--- config.mk ---
export PLATFORM = sky130hd
export DESIGN_NAME = bin_invert_stream
export DESIGN_NICKNAME = d
export VERILOG_FILES = /design/src/rtl/bin_invert_stream.sv
export SDC_FILE = /design/constraint.sdc
export NUM_CORES = 1
export LEC_CHECK = 0
export ABC_CLOCK_PERIOD_IN_PS = 3120
export BUFFER_PORTS_ARGS = -buffer_cell sky130_fd_sc_hd__buf_2
export CAP_MARGIN = 20
export CORE_MARGIN = 4
export CORE_UTILIZATION = 63
export CTS_CLUSTER_SIZE = 40
export DETAILED_ROUTE_END_ITERATION = 8
export GPL_TIMING_DRIVEN = 1
export HOLD_SLACK_MARGIN = 0.1
export PLACE_DENSITY = 0.92
export SLEW_MARGIN = 30
export SYNTH_ARGS = -nofsm -noshare
export SYNTH_HDL_FRONTEND = slang
export SYNTH_SLANG_ARGS = --single-unit
--- constraint.sdc ---
create_clock -name clk -period 3.12 [get_ports clk]
set_clock_uncertainty 0.2 [all_clocks]
set_input_delay 0 -clock clk [delete_from_list [all_inputs] [get_ports clk]]
set_output_delay 0 -clock clk [all_outputs]
set_load 0.005 [all_outputs]
--- src/rtl/bin_invert_stream.sv ---
// Streaming 1-bit pixel inverter with valid/ready flow control, raster
// position tagging (sol/eol/sof/eof) and a two-entry skid buffer so that
// s_ready is driven straight from a flop.
module bin_invert_stream #(
   parameter int unsigned IMG_WIDTH  = 640,
   parameter int unsigned IMG_HEIGHT = 480,
   parameter int unsigned CW         = $clog2(IMG_WIDTH),
   parameter int unsigned RW         = $clog2(IMG_HEIGHT)
) (
   input  logic clk,
   input  logic rst_n,
   input  logic invert_en,
   input  logic s_valid,
   output logic s_ready,
   input  logic s_data,
   output logic m_valid,
   input  logic m_ready,
   output logic m_data,
   output logic m_sol,
   output logic m_eol,
   output logic m_sof,
   output logic m_eof,
   output logic frame_done
);

   typedef enum logic [1:0] {StEmpty, StOne, StTwo} state_e;

   typedef struct packed {
      logic data;
      logic sol;
      logic eol;
      logic sof;
      logic eof;
   } tag_t;

   state_e        state_q, state_d;
   tag_t          out_q, out_d;
   tag_t          skd_q, skd_d;
   tag_t          in_tag;
   logic [CW-1:0] x_q, x_d;
   logic [RW-1:0] y_q, y_d;
   logic          s_ready_q;
   logic          frame_done_q;
   logic          acc;
   logic          xfer;
   logic          x_last;
   logic          y_last;

   assign acc    = s_valid & s_ready_q;
   assign xfer   = m_valid & m_ready;
   assign x_last = (x_q == CW'(IMG_WIDTH - 1));
   assign y_last = (y_q == RW'(IMG_HEIGHT - 1));

   // Tag the incoming pixel from the raster position it will occupy.
   always_comb begin
      in_tag      = '0;
      in_tag.data = s_data ^ invert_en;
      in_tag.sol  = (x_q == '0);
      in_tag.eol  = x_last;
      in_tag.sof  = (x_q == '0) && (y_q == '0);
      in_tag.eof  = x_last && y_last;
   end

   // Raster counters advance only on accepted pixels.
   always_comb begin
      x_d = x_q;
      y_d = y_q;
      if (acc) begin
         if (x_last) begin
            x_d = '0;
            y_d = y_last ? '0 : y_q + RW'(1);
         end else begin
            x_d = x_q + CW'(1);
         end
      end
   end

   // Skid-buffer occupancy control: OUT is the presented beat, SKD catches
   // the one beat that can arrive while OUT is stalled.
   always_comb begin
      state_d = state_q;
      out_d   = out_q;
      skd_d   = skd_q;
      case (state_q)
         StEmpty: begin
            if (acc) begin
               out_d   = in_tag;
               state_d = StOne;
            end
         end
         StOne: begin
            if (acc && xfer) begin
               out_d = in_tag;
            end else if (acc) begin
               skd_d   = in_tag;
               state_d = StTwo;
            end else if (xfer) begin
               state_d = StEmpty;
            end
         end
         StTwo: begin
            // s_ready is low here, so only a drain is possible.
            if (xfer) begin
               out_d   = skd_q;
               state_d = StOne;
            end
         end
         default: state_d = StEmpty;
      endcase
   end

   // State, storage, counters and registered handshake outputs.
   always_ff @(posedge clk or negedge rst_n) begin
      if (!rst_n) begin
         state_q      <= StEmpty;
         out_q        <= '0;
         skd_q        <= '0;
         x_q          <= '0;
         y_q          <= '0;
         s_ready_q    <= 1'b0;
         frame_done_q <= 1'b0;
      end else begin
         state_q      <= state_d;
         out_q        <= out_d;
         skd_q        <= skd_d;
         x_q          <= x_d;
         y_q          <= y_d;
         s_ready_q    <= (state_d != StTwo);
         frame_done_q <= xfer & out_q.eof;
      end
   end

   assign s_ready    = s_ready_q;
   assign m_valid    = (state_q != StEmpty);
   assign m_data     = out_q.data;
   assign m_sol      = out_q.sol;
   assign m_eol      = out_q.eol;
   assign m_sof      = out_q.sof;
   assign m_eof      = out_q.eof;
   assign frame_done = frame_done_q;

endmodule

==> results by stage, run 1 <==
Synthesis:
- The Yosys step of the flow raised 0 warnings.
- The largest total area in the synthesized netlist belongs to sky130_fd_sc_hd__dfrtp_1.
- The synthesis-stage register bit count is 33.
- The mapped netlist covers 0.00168 mm^2.
- Ranked by total cell area, the synthesized netlist is headed by sky130_fd_sc_hd__dfrtp_1, sky130_fd_sc_hd__mux2_2, sky130_fd_sc_hd__nand2_1, sky130_fd_sc_hd__xnor2_1, sky130_fd_sc_hd__ha_1.
- The count of distinct cell types in the synthesized netlist is 40.
- The part of the Yosys area used for sequential elements is 0.492.
- Synthesis produced a netlist whose cell count is 164.
- The area share of the leading cell type in the synthesized netlist is 0.492.
- Counting every net in the synthesized netlist gives 174.
- A synthesized cell averages 10.2 um^2.

Global routing:
- The via count of the first global-routing pass is 1333.
- The global-route wire length before repair is 6040 um.
- The number of antenna violations at the first check in global routing is 0.
- Entering global routing, the biggest net connects 34 pins.
- The total overflow left after global routing is 0.
- The aggregate global-route resource usage is 0.233.

Clock tree:
- The TritonCTS sink count is 33.
- The maximum clock insertion buffer count is 2.
- Buffers inserted during clock tree synthesis total 5.
- The post-CTS repair timing setup buffer count is 0.
- The clock-pin transition on the worst setup and hold timing paths is 0.10 ns.
- The count of H-tree levels built during CTS is 2.
- The insertion delay to the later sink of the worst-skew pair is around 0.33 ns.
- The clock tree from TritonCTS is done.
- The library cell used as clock root buffer is sky130_fd_sc_hd__clkbuf_4.

Floorplanning:
- For this configuration, the core starts out at a cell density of 0.672.
- Row generation in the floorplan step produced 18 rows.
- The floorplan step defined a die boundary enclosing between 0.003 and 0.004 mm^2.
- The core footprint is 0.00250 mm^2.
- The die extent in y is ~60 um.
- The I/O pin count is 14.
- From left edge to right edge, the die measures 59.6 um.

STA:
- Setup repair after global routing left no endpoint under its margin.
- The number of endpoints failing setup at the final stage is 0.
- For this run, the top clock speed supported by timing is 471 MHz.
- Setup total negative slack on the finished layout was measured at 0 ns.
- Headroom to the max-slew limit came out at 0.507.
- Dividing the final minimum period by the clock period gives 0.681.
- The max-slew violation total from the final report is 0.
- At the pin with the least slew margin, the transition time is about 0.73 ns.
- The hold violation count in the final report was 0.
- Subtracting the final worst setup slack from the clock period gives 2.12 ns.

Drt:
- The number of antenna-violating nets in the routed design is 0.
- The vias per cell is 6.20.
- The total number of vias is around 1.4k.
- The per-cell routed wire length is 15.8 um.
- The residual DRC count is 0.
- The total wire length after detailed routing is 3440 um.
- The number of detailed-routing iterations run before antenna repair is 4.
- The iteration-0 DRC count of the detailed router is 90.

Power:
- VDD sags by at most 522 uV.
- The power density over the cells is 569 mW/mm^2.
- The cell leakage power is roughly 0.86 nW.
- The combinational cell fraction of total power is 0.241.
- The switching portion of total power is 0.321.
- The share of total power dissipated in sequential elements is 0.535.
- Of the total power, the clock network draws 0.223.
- The cell-internal power is around 0.00073 W.
- For this design the total switching power over the nets is 0.000346 W.

Worst setup path:
- The logic depth of the worst register-to-register path is 3.
- Broken down by cell family, the worst path's largest delay share belongs to simple AND/OR/NAND/NOR gates.
- The kind of start point of the critical path is a register.
- Traced cell by cell, the critical path runs through nand2_1 > nor3_1 > mux2_2.
- The critical path's largest stage delay is about 0.7 ns.
- The number of buffers and inverters on the critical path is 0.
- For the worst setup path, the data required time is 3.13 ns.
- The capturing element type of the critical path is a register.
- The worst-path maximum fanout is 11.
- Data arrives at the worst endpoint at 2.14 ns.
- The start-to-end type of the worst setup path is register to register.
- The library cell contributing the largest single delay on the critical path is sky130_fd_sc_hd__nor3_1.
- The number of stages on the worst setup path is 3.

Placed design:
- At the end of routability-driven placement, the weighted congestion stood at between 0.8 and 0.9.
- The instance area after placement is 0.00176 mm^2.
- The quantity of I/O buffers inserted on ports is 13.
- Detailed placement ended at an HPWL of 2390 um.
- The number of cells in the design after placement is 204.

Layout:
- The count of cells in the finished layout, fillers not included, comes to 218.
- In the final layout, the share of cells above drive strength 1 is 0.181.
- In the final design database the tool counted 198 nets.
- The most common cell after layout, fill and taps aside is sky130_fd_sc_hd__dfrtp_1.
- Relative to the synthesized area, the layout overhead comes to 13.0%.
- The top cell types in the final layout, fill and taps aside, are sky130_fd_sc_hd__dfrtp_1, sky130_fd_sc_hd__nand2_1, sky130_fd_sc_hd__buf_2.
- The antenna diode count is 0.
- After routing the design area is 0.00190 mm^2.
- Fill cells in the final layout number 160.

Worst hold path:
- Counting instances, the worst hold path has a depth of 3.
- The class of the worst hold path is input port to register.

Job:
- The reported max-cap violation count is 0.

Status:
- The flow ran to the end, and the final reports show no timing, DRC or antenna violations.
## what timing repair did
action | 4_1_cts | 5_1_grt
hold buffers | 7 | 0
hold endpoints to repair | 51 | 0
gates resized for setup | 0 | 0
## area by class of cell
class	instances	area, um^2	share of cell area
Sequential cell	33	826	0.435
Tap cell	30	37.5	0.0198
Multi-Input combinational cell	121	807	0.425
Timing Repair Buffer	20	145	0.0765
Clock buffer	7	55.1	0.0290
Inverter	7	26.3	0.0139
## cell families after synthesis
| kind of cell | synth area share |
|---|---|
| DFF | 0.492 |
| buffers and inverters | 0.0276 |
| xor gates and xnor gates | 0.0469 |
| AOI/OAI and AO/OA | 0.118 |
| muxes | 0.0656 |
| adders and majority gates | 0.0298 |
| and+or+nand+nor | 0.220 |
## flip-flops by register name, summed over array words and instances (netlist names)
| register | flops |
|---|---|
| y_q | 9 |
| state_q | 2 |
| m_eof | 1 |
| s_ready | 1 |
| m_data | 1 |
| x_q | 10 |
| m_sof | 1 |
| m_sol | 1 |
| frame_done | 1 |
| m_eol | 1 |
| skd_q | 5 |
## per-stage QoR
stage                     hold WS (ns)  total power [W]  setup slack, ns   util
after floorplan                 -0.496         0.000747             1.12      -
after global placement          -0.119         0.000815             1.10  0.705
after detailed placement        -0.101         0.000833             1.02  0.705
after CTS                        0.218          0.00108             1.00  0.759
after global routing             0.240          0.00115            0.849  0.759
final                            0.235          0.00108            0.995  0.759
## worst paths after layout
check / startpoint / end / slack, ns
setup / recovery: s_ready / skd_q[1] / 1.0
hold / removal: m_ready / state_q[1] / 0.23
setup reg to reg: s_ready / skd_q[1] / 1.0
hold reg to reg: m_sof / m_sof / 0.32
max in group asynchronous: rst_n / y_q[1] / 2.05
min in group asynchronous: rst_n / x_q[1] / 0.50
## power by group through the flow
stage	Clock, W	Sequential (W)	Combinational (W)
final	0.000241	0.000578	0.000260
after CTS	0.000244	0.000574	0.000262
after global placement	0	0.000576	0.000239
after floorplan	0	0.000567	0.000180
after global routing	0.000265	0.000590	0.000292
after detailed placement	0	0.000583	0.000250
## worst min-delay path: stages
cell and delay (ns):
sky130_fd_sc_hd__dlygate4sd3_1 0.52, sky130_fd_sc_hd__buf_2 0.15, sky130_fd_sc_hd__a21oi_1 0.06
## routing by layer
layer,share of wire,wire length (um),track usage,up-vias
met5,0,0,0,-
met4,0.029,101,0.117,0
met3,0.045,155,0.0545,10
met2,0.50,1720,0.371,45
met1,0.42,1460,0.296,661
li1,-,-,-,635
## synthesized netlist by cell type
master	n
sky130_fd_sc_hd__and4_1	2
sky130_fd_sc_hd__nor4_4	1
sky130_fd_sc_hd__clkbuf_1	1
sky130_fd_sc_hd__buf_2	1
sky130_fd_sc_hd__a22o_1	1
sky130_fd_sc_hd__or2_2	1
sky130_fd_sc_hd__nor2b_1	2
sky130_fd_sc_hd__nor3_1	6
sky130_fd_sc_hd__or3b_4	1
sky130_fd_sc_hd__ha_1	4
sky130_fd_sc_hd__nand4_1	2
sky130_fd_sc_hd__o21bai_1	2
sky130_fd_sc_hd__o31ai_2	1
sky130_fd_sc_hd__a31oi_1	1
sky130_fd_sc_hd__or3_1	1
sky130_fd_sc_hd__nor4b_1	2
sky130_fd_sc_hd__nor4_1	1
sky130_fd_sc_hd__or4_4	1
sky130_fd_sc_hd__o21ai_1	5
sky130_fd_sc_hd__o31ai_1	3
sky130_fd_sc_hd__dfrtp_1	33
sky130_fd_sc_hd__buf_6	1
sky130_fd_sc_hd__o21ai_0	7
sky130_fd_sc_hd__o2bb2ai_1	1
sky130_fd_sc_hd__mux2_2	8
sky130_fd_sc_hd__nor2_1	11
sky130_fd_sc_hd__a21o_1	3
sky130_fd_sc_hd__mux2i_1	2
sky130_fd_sc_hd__nand4b_1	1
sky130_fd_sc_hd__and3_1	3
sky130_fd_sc_hd__a211oi_1	1
sky130_fd_sc_hd__nand2b_1	3
sky130_fd_sc_hd__xnor2_1	7
sky130_fd_sc_hd__inv_1	7
sky130_fd_sc_hd__nor3_2	1
sky130_fd_sc_hd__a21oi_1	7
sky130_fd_sc_hd__nand3_1	9
sky130_fd_sc_hd__and4b_1	1
sky130_fd_sc_hd__xor2_1	2
sky130_fd_sc_hd__nand2_1	17
Note: power is estimated with default switching activity, not from simulation.
==> run 2: changes to the inputs <==
--- a/config.mk
+++ b/config.mk
@@ -5,16 +5,16 @@
 export SDC_FILE = /design/constraint.sdc
 export NUM_CORES = 1
 export LEC_CHECK = 0
-export ABC_CLOCK_PERIOD_IN_PS = 3120
+export ABC_CLOCK_PERIOD_IN_PS = 2000
 export BUFFER_PORTS_ARGS = -buffer_cell sky130_fd_sc_hd__buf_2
 export CAP_MARGIN = 20
 export CORE_MARGIN = 4
-export CORE_UTILIZATION = 63
+export CORE_UTILIZATION = 58
 export CTS_CLUSTER_SIZE = 40
 export DETAILED_ROUTE_END_ITERATION = 8
 export GPL_TIMING_DRIVEN = 1
 export HOLD_SLACK_MARGIN = 0.1
-export PLACE_DENSITY = 0.92
+export PLACE_DENSITY = 0.87
 export SLEW_MARGIN = 30
 export SYNTH_ARGS = -nofsm -noshare
 export SYNTH_HDL_FRONTEND = slang
==> constraint.sdc (replaced) <==
create_clock -name clk -period 2 [get_ports clk]
set_clock_uncertainty 0.2 [all_clocks]
set_input_delay 0 -clock clk [delete_from_list [all_inputs] [get_ports clk]]
set_output_delay 0 -clock clk [all_outputs]
set_load 0.005 [all_outputs]
==> results by stage, run 2 (synthesis gave the netlist of run 1 again) <==
Global routing:
- The number of antenna violations at the first check in global routing was 0 (unchanged).
- The aggregate global-route resource usage is 0.227 (-0.00593).
- The largest net degree at the start of global routing is 34 (unchanged).
- The via count of the first global-routing pass is 1412 (+5.9%).
- The global-route wire length before repair is 6200 um (+2.5%).
- The remaining global-route overflow is 0 (unchanged).

Clock tree:
- The maximum clock insertion buffer count was 2 (unchanged).
- TritonCTS built the clock tree.
- The library cell used as clock root buffer is sky130_fd_sc_hd__clkbuf_4.
- The clock-pin transition on the worst setup and hold timing paths is 0.11 ns (about the same).
- The number of buffers created by CTS was 5 (unchanged).
- The insertion delay to the later sink of the worst-skew pair is 0.35 ns (+0.02 ns).
- The count of H-tree levels built during CTS was 2 (unchanged).
- The TritonCTS sink count is 33 (unchanged).

Power:
- The power density over the cells came to 958 mW/mm^2 (+68%).
- The switching portion of total power is 0.325 (+0.00410).
- The cell leakage power is 0.929 nW (+7.6%).
- The peak supply drop is 978 uV (+87%).
- The cell-internal power is 0.00131 W (+79%).
- The part of the total power dissipated in sequential elements is 0.469 (-0.066).
- The part of the power in the clock network is 0.283 (+0.060).
- The total net switching power is 0.000632 W (+82%).
- The combinational cell fraction of total power is 0.248 (+0.007).

Layout:
- The summed area of non-filler cells in the final layout is 0.00203 mm^2 (+6.9%).
- In the final layout, the registers with the most flip-flops are x_q x10, y_q x9, skd_q x5.
- The final standard cell count with taps included and fillers excluded was 231 (+6.0%).
- The register ranked first by flip-flop count is x_q.
- The most common cell after layout, fill and taps aside is sky130_fd_sc_hd__dfrtp_1.
- The top cell types in the final layout, fill and taps aside, are sky130_fd_sc_hd__dfrtp_1, sky130_fd_sc_hd__nand2_1, sky130_fd_sc_hd__buf_2.
- The antenna diode count is 0 (unchanged).
- The number of flip-flops under the largest register name is 10 (unchanged).
- The total of fill cells in the finished design is 155 (-3.1%).
- The final design utilization is 0.735 (-0.0233).
- The post-layout net count is 209 (+5.6%).
- The share of post-route cells with drive strength above 1 is 0.255 (+0.0741).
- The layout overhead on the synthesized area is 20.8%.

STA:
- The max-slew violation total from the final report is 0 (unchanged).
- The hold violation count in the final report came to 0 (unchanged).
- The final critical delay including setup and external delays is 1.95 ns (-0.178 ns).
- The fmax is 514 MHz (+9.1%).
- The worst slew margin relative to its limit was 0.523 (+0.0161).
- The pin slew with the least headroom to its limit came to 0.715 ns (-0.0185 ns).
- The number of endpoints failing setup at the final stage is 0 (unchanged).
- The fraction of the cycle the final worst path needs came to 0.974 (+0.293).

Drt:
- The number of detailed-routing iterations run before antenna repair was 7 (+3).
- The total wire length after detailed routing is 4070 um (+18%).
- The total number of vias is 1437 (+6.4%).
- The per-cell routed wire length is 17.6 um (+12%).
- The iteration-0 DRC count of the detailed router is 87 (-3.3%).
- The vias per cell is 6.22 (+0.38%).
- The residual DRC count came to 0 (unchanged).
- The number of antenna-violating nets in the routed design is 0 (unchanged).

Placed design:
- The detailed placer's ending HPWL is 2450 um (+2.5%).
- The number of cells in the design after placement is 215 (+5.4%).
- The quantity of I/O buffers inserted on ports is 13 (unchanged).
- The instance area after placement is 0.00184 mm^2 (+4.3%).
- The weighted congestion reported at the end of routability-driven placement is 0.855 (+3.7%).

Worst hold path:
- The class of the worst hold path is input port to register.

Floorplanning:
- The I/O pin count is 14 (unchanged).
- The horizontal die dimension is 61.8 um (+3.7%).
- The core footprint is 0.00276 mm^2 (+10%).
- The number of standard-cell rows in the floorplan is 19 (+1).
- The initial core utilization was 0.609 (-0.0628).
- The die extent in y was 61.8 um (+3.7%).
- The overall die area came to 0.00382 mm^2 (+7.4%).

Job:
- The reported max-cap violation count is 0 (unchanged).

Worst setup path:
- The start-to-end type of the worst setup path is register to register.
- The worst setup path is launched from a register.
- The required time of the critical path is 2.10 ns (-1.03 ns).
- The worst-path maximum fanout was 4 (-7).
- STA classifies the critical path endpoint as a register.
- The data arrival time at the worst-slack endpoint is 2.04 ns (-0.10 ns).

Status:
- The flow ran to the end, and the final reports show no timing, DRC or antenna violations.
-- run 2: repair_timing --
item,CTS,global route
hold endpoints to repair,48,0
setup buffers,0,2
resized for setup,1,4
hold buffers,6,0
endpoints found under the setup margin,1,8
pin swaps,0,2
-- run 2: through the flow --
step                TNS, ns  hold WS [ns]  total power [W]  setup WS, ns
floorplan                 0        -0.496          0.00117       0.00139
global route        -0.0403         0.260          0.00205       -0.0363
global placement          0        -0.116          0.00130         0.101
finish                    0         0.225          0.00194        0.0527
detailed placement        0        -0.107          0.00132       0.00497
CTS                       0         0.220          0.00187        0.0241
-- run 2: power groups by stage --
stage          Sequential, W  Clock, W  Combinational, W
5_1_grt             0.000929  0.000588          0.000537
3_5_place_dp        0.000900         0          0.000420
2_1_floorplan       0.000885         0          0.000281
4_1_cts             0.000889  0.000545          0.000433
6_report            0.000912  0.000549          0.000483
3_3_place_gp        0.000891         0          0.000409
-- run 2: path summary, 6_finish.rpt --
check	cells past startpoint	startpoint	endpoint	slack, ns
max	4	x_q[7]	m_eof	0.05
min	3	m_ready	state_q[1]	0.23
max reg2reg	4	x_q[7]	m_eof	0.05
min reg2reg	1	m_sol	m_sol	0.32
max in group asynchronous	3	rst_n	m_eof	0.56
min in group asynchronous	3	rst_n	x_q[2]	0.57
-- run 2: cell type report --
class                      instances  area, um^2  share of cell area
multi-input combinational        121         833               0.411
sequential                        33         826               0.407
timing repair buffer              31         215               0.106
clock buffer                       6        51.3              0.0253
tap                               31        38.8              0.0191
clock inverter                     2        37.5              0.0185
inverter                           7        26.3              0.0130
-- run 2: critical path, stage by stage, from the launching register on --
cell and delay [ns]:
sky130_fd_sc_hd__dfrtp_1 0.40, sky130_fd_sc_hd__or3b_4 0.43, sky130_fd_sc_hd__or3_4 0.41, sky130_fd_sc_hd__o31ai_1 0.26, sky130_fd_sc_hd__mux2_2 0.19
-- run 2: per-layer routing --
| layer | GRT usage | up-vias | wire length (um) | share of wire |
|---|---|---|---|---|
| met4 | 0.142 | 0 | 132 | 0.032 |
| met5 | 0 | - | 0 | 0 |
| met1 | 0.264 | 688 | 1620 | 0.40 |
| met2 | 0.356 | 80 | 2050 | 0.50 |
| met3 | 0.0826 | 14 | 264 | 0.065 |
| li1 | - | 655 | - | - |
==> run 3: changes to the inputs <==
--- a/config.mk
+++ b/config.mk
@@ -8,6 +8,7 @@
 export ABC_CLOCK_PERIOD_IN_PS = 2000
 export BUFFER_PORTS_ARGS = -buffer_cell sky130_fd_sc_hd__buf_2
 export CAP_MARGIN = 20
+export CORE_ASPECT_RATIO = 0.9
 export CORE_MARGIN = 4
 export CORE_UTILIZATION = 58
 export CTS_CLUSTER_SIZE = 40
==> results by stage, run 3 (synthesis gave the netlist of run 1 again) <==
Clock tree:
- The insertion delay to the later sink of the worst-skew pair is 0.33 ns (-0.02 ns).
- The maximum clock insertion buffer count is 2 (unchanged).
- The count of H-tree levels built during CTS is 2 (unchanged).
- The TritonCTS sink count came to 33 (unchanged).
- The clock tree from TritonCTS is done.
- The number of buffers created by CTS is 5 (unchanged).
- The tree is rooted in a sky130_fd_sc_hd__clkbuf_4.
- The clock-pin transition on the worst setup and hold timing paths is 0.10 ns (about the same).

Placed design:
- The weighted congestion reported at the end of routability-driven placement is 0.910 (+6.3%).
- The quantity of I/O buffers inserted on ports is 13 (unchanged).
- The detailed placer's ending HPWL is 2410 um (-1.8%).
- The pre-CTS setup slack came to 0.0499 ns (+0.0449 ns).

STA:
- The worst slew margin relative to its limit came to 0.525 (+0.00149).
- The number of endpoints failing setup at the final stage is 0 (unchanged).
- The final sum of negative setup slack came to 0 ns (unchanged).
- The fmax is 501 MHz (-2.4%).
- The worst hold margin was 0.222 ns (-0.00334 ns).
- The fraction of the cycle the final worst path needs is 0.997 (+0.0235).
- The worst setup margin is 0.00571 ns (-0.0469 ns).
- The max-slew violation total from the final report came to 0 (unchanged).
- The final critical delay including setup and external delays is 1.99 ns (+0.0469 ns).
- The hold violation count in the final report was 0 (unchanged).
- The pin slew with the least headroom to its limit is 0.713 ns (-0.00223 ns).

Worst setup path:
- The required time of the critical path is 2.08 ns (-0.02 ns).
- The critical path's largest stage delay is 0.43 ns (about the same).
- The launch point of the worst reg-to-reg path is x_q[7].
- The worst setup path startpoint is x_q[7].
- In this run the worst setup path terminates at m_eof.
- The kind of start point of the critical path is a register.
- The start-to-end type of the worst setup path is register to register.
- The endpoint identified for the worst register-to-register timing path is m_eof.
- The logic depth of the worst register-to-register path is 4 (unchanged).
- The flop-to-flop setup slack is 0.006 ns (-0.05 ns).
- STA classifies the critical path endpoint as a register.
- The library cell contributing the largest single delay on the critical path is sky130_fd_sc_hd__or3b_4.
- Traced cell by cell, the critical path runs through or3b_4 > or3_4 > o31ai_1 > mux2_2.
- The worst-path maximum fanout is 4 (unchanged).
- The data arrival time at the worst-slack endpoint is 2.07 ns (+0.03 ns).

Status:
- The flow ran to the end, and the final reports show no timing, DRC or antenna violations.

Layout:
- The post-layout net count is 209 (unchanged).
- The top cell types in the final layout, fill and taps aside, are sky130_fd_sc_hd__dfrtp_1, sky130_fd_sc_hd__nand2_1, sky130_fd_sc_hd__buf_2.
- The number of flip-flops under the largest register name came to 10 (unchanged).
- The largest registers in the layout are x_q x10, y_q x9, skd_q x5.
- The final design utilization came to 0.727 (-0.00825).
- The antenna diode count is 0 (unchanged).
- From synthesis to final layout, the design area changed by 19.0%.
- The share of post-route cells with drive strength above 1 was 0.245 (-0.0100).
- The library cell used most frequently in the layout, excluding fill and tap cells, is sky130_fd_sc_hd__dfrtp_1.
- Ranked by flip-flop count, first place goes to x_q.

Drt:
- The number of detailed-routing iterations run before antenna repair is 4 (-3).
- The per-cell routed wire length was 14.1 um (-20%).
- The residual DRC count is 0 (unchanged).
- The total number of vias was 1348 (-6.2%).
- The number of antenna-violating nets in the routed design is 0 (unchanged).
- The iteration-0 DRC count of the detailed router was 86 (-1.1%).
- The total wire length after detailed routing is 3380 um (-17%).
- The vias per cell was 5.62 (-9.7%).

Job:
- The reported max-cap violation count is 0 (unchanged).

Floorplanning:
- The I/O pin count is 14 (unchanged).
- The die extent in y is 59.0 um (-4.5%).
- The horizontal die dimension came to 64.7 um (+4.7%).
- The initial core utilization is 0.611 (+0.00222).
- The core footprint came to 0.00275 mm^2 (-0.36%).
- The overall die area came to 0.00382 mm^2 (about the same).
- The number of standard-cell rows in the floorplan came to 18 (-1).

Global routing:
- The largest net degree at the start of global routing is 34 (unchanged).
- The global-route wire length before repair is 5850 um (-5.6%).
- The number of antenna violations at the first check in global routing is 0 (unchanged).
- The remaining global-route overflow is 0 (unchanged).
- The via count of the first global-routing pass was 1282 (-9.2%).
- The aggregate global-route resource usage is 0.204 (-0.0231).

Power:
- The cell leakage power is 0.918 nW (-1.1%).
- The peak supply drop came to 577 uV (-41%).
- The power density over the cells is 861 mW/mm^2 (-10%).
- The total power is 0.00172 W (-12%).

Worst hold path:
- In this run the worst hold path is classified as input port to register.
-- run 3: through the flow --
| step | instance area [um^2] | instances |
|---|---|---|
| 2_1_floorplan | 1680 | 164 |
| 3_3_place_gp | 1850 | 224 |
| 3_5_place_dp | 1850 | 224 |
| 4_1_cts | 1960 | 238 |
| 5_1_grt | 2000 | 240 |
| 6_report | 2000 | 240 |
-- run 3: worst min path at each step --
stage	start	endpoint	slack, ns	cells past startpoint
final	m_ready	state_q[1]	0.22	3
after global routing	m_ready	state_q[1]	0.24	3
after CTS	m_ready	state_q[1]	0.21	3
after detailed placement	rst_n	x_q[6]	-0.11	1
after global placement	rst_n	x_q[5]	-0.12	1
after floorplan	rst_n	frame_done	-0.50	0
-- run 3: worst max-delay path, delay by kind of cell (launching register included) --
| kind | cells | cell delay [ns] |
|---|---|---|
| flops | 1 | 0.40 |
| mux | 1 | 0.20 |
| simple gates | 2 | 0.84 |
| compound gates | 1 | 0.30 |
-- run 3: per-layer routing --
layer	up-vias	global-route usage	wire length, um	share of wire
li1	655	-	-	-
met1	646	0.251	1530	0.45
met2	38	0.332	1630	0.48
met3	9	0.0702	134	0.040
met4	0	0.0813	86	0.025
met5	-	0	0	0
-- run 3: repair_timing --
| item | CTS | global route |
|---|---|---|
| hold endpoints to repair | 49 | 0 |
| setup buffers | 0 | 2 |
| endpoints found under the setup margin | 0 | 6 |
| hold buffers | 6 | 0 |
| resized for setup | 0 | 4 |
-- run 3: where the power goes --
group,switching (W),internal [W],leakage (nW)
Clock,0.000219,0.000134,0.0320
Combinational,0.000228,0.000232,0.458
Sequential,0.000128,0.000780,0.428
Total,0.000575,0.00115,0.918
-- run 3: area by class of cell --
class | count | area, um^2
inverter | 7 | 26.3
sequential | 33 | 826
tap | 40 | 50.0
fill | 207 | 749
multi-input combinational | 121 | 830
timing repair buffer | 31 | 215
clock inverter | 2 | 10.0
clock buffer | 6 | 41.3
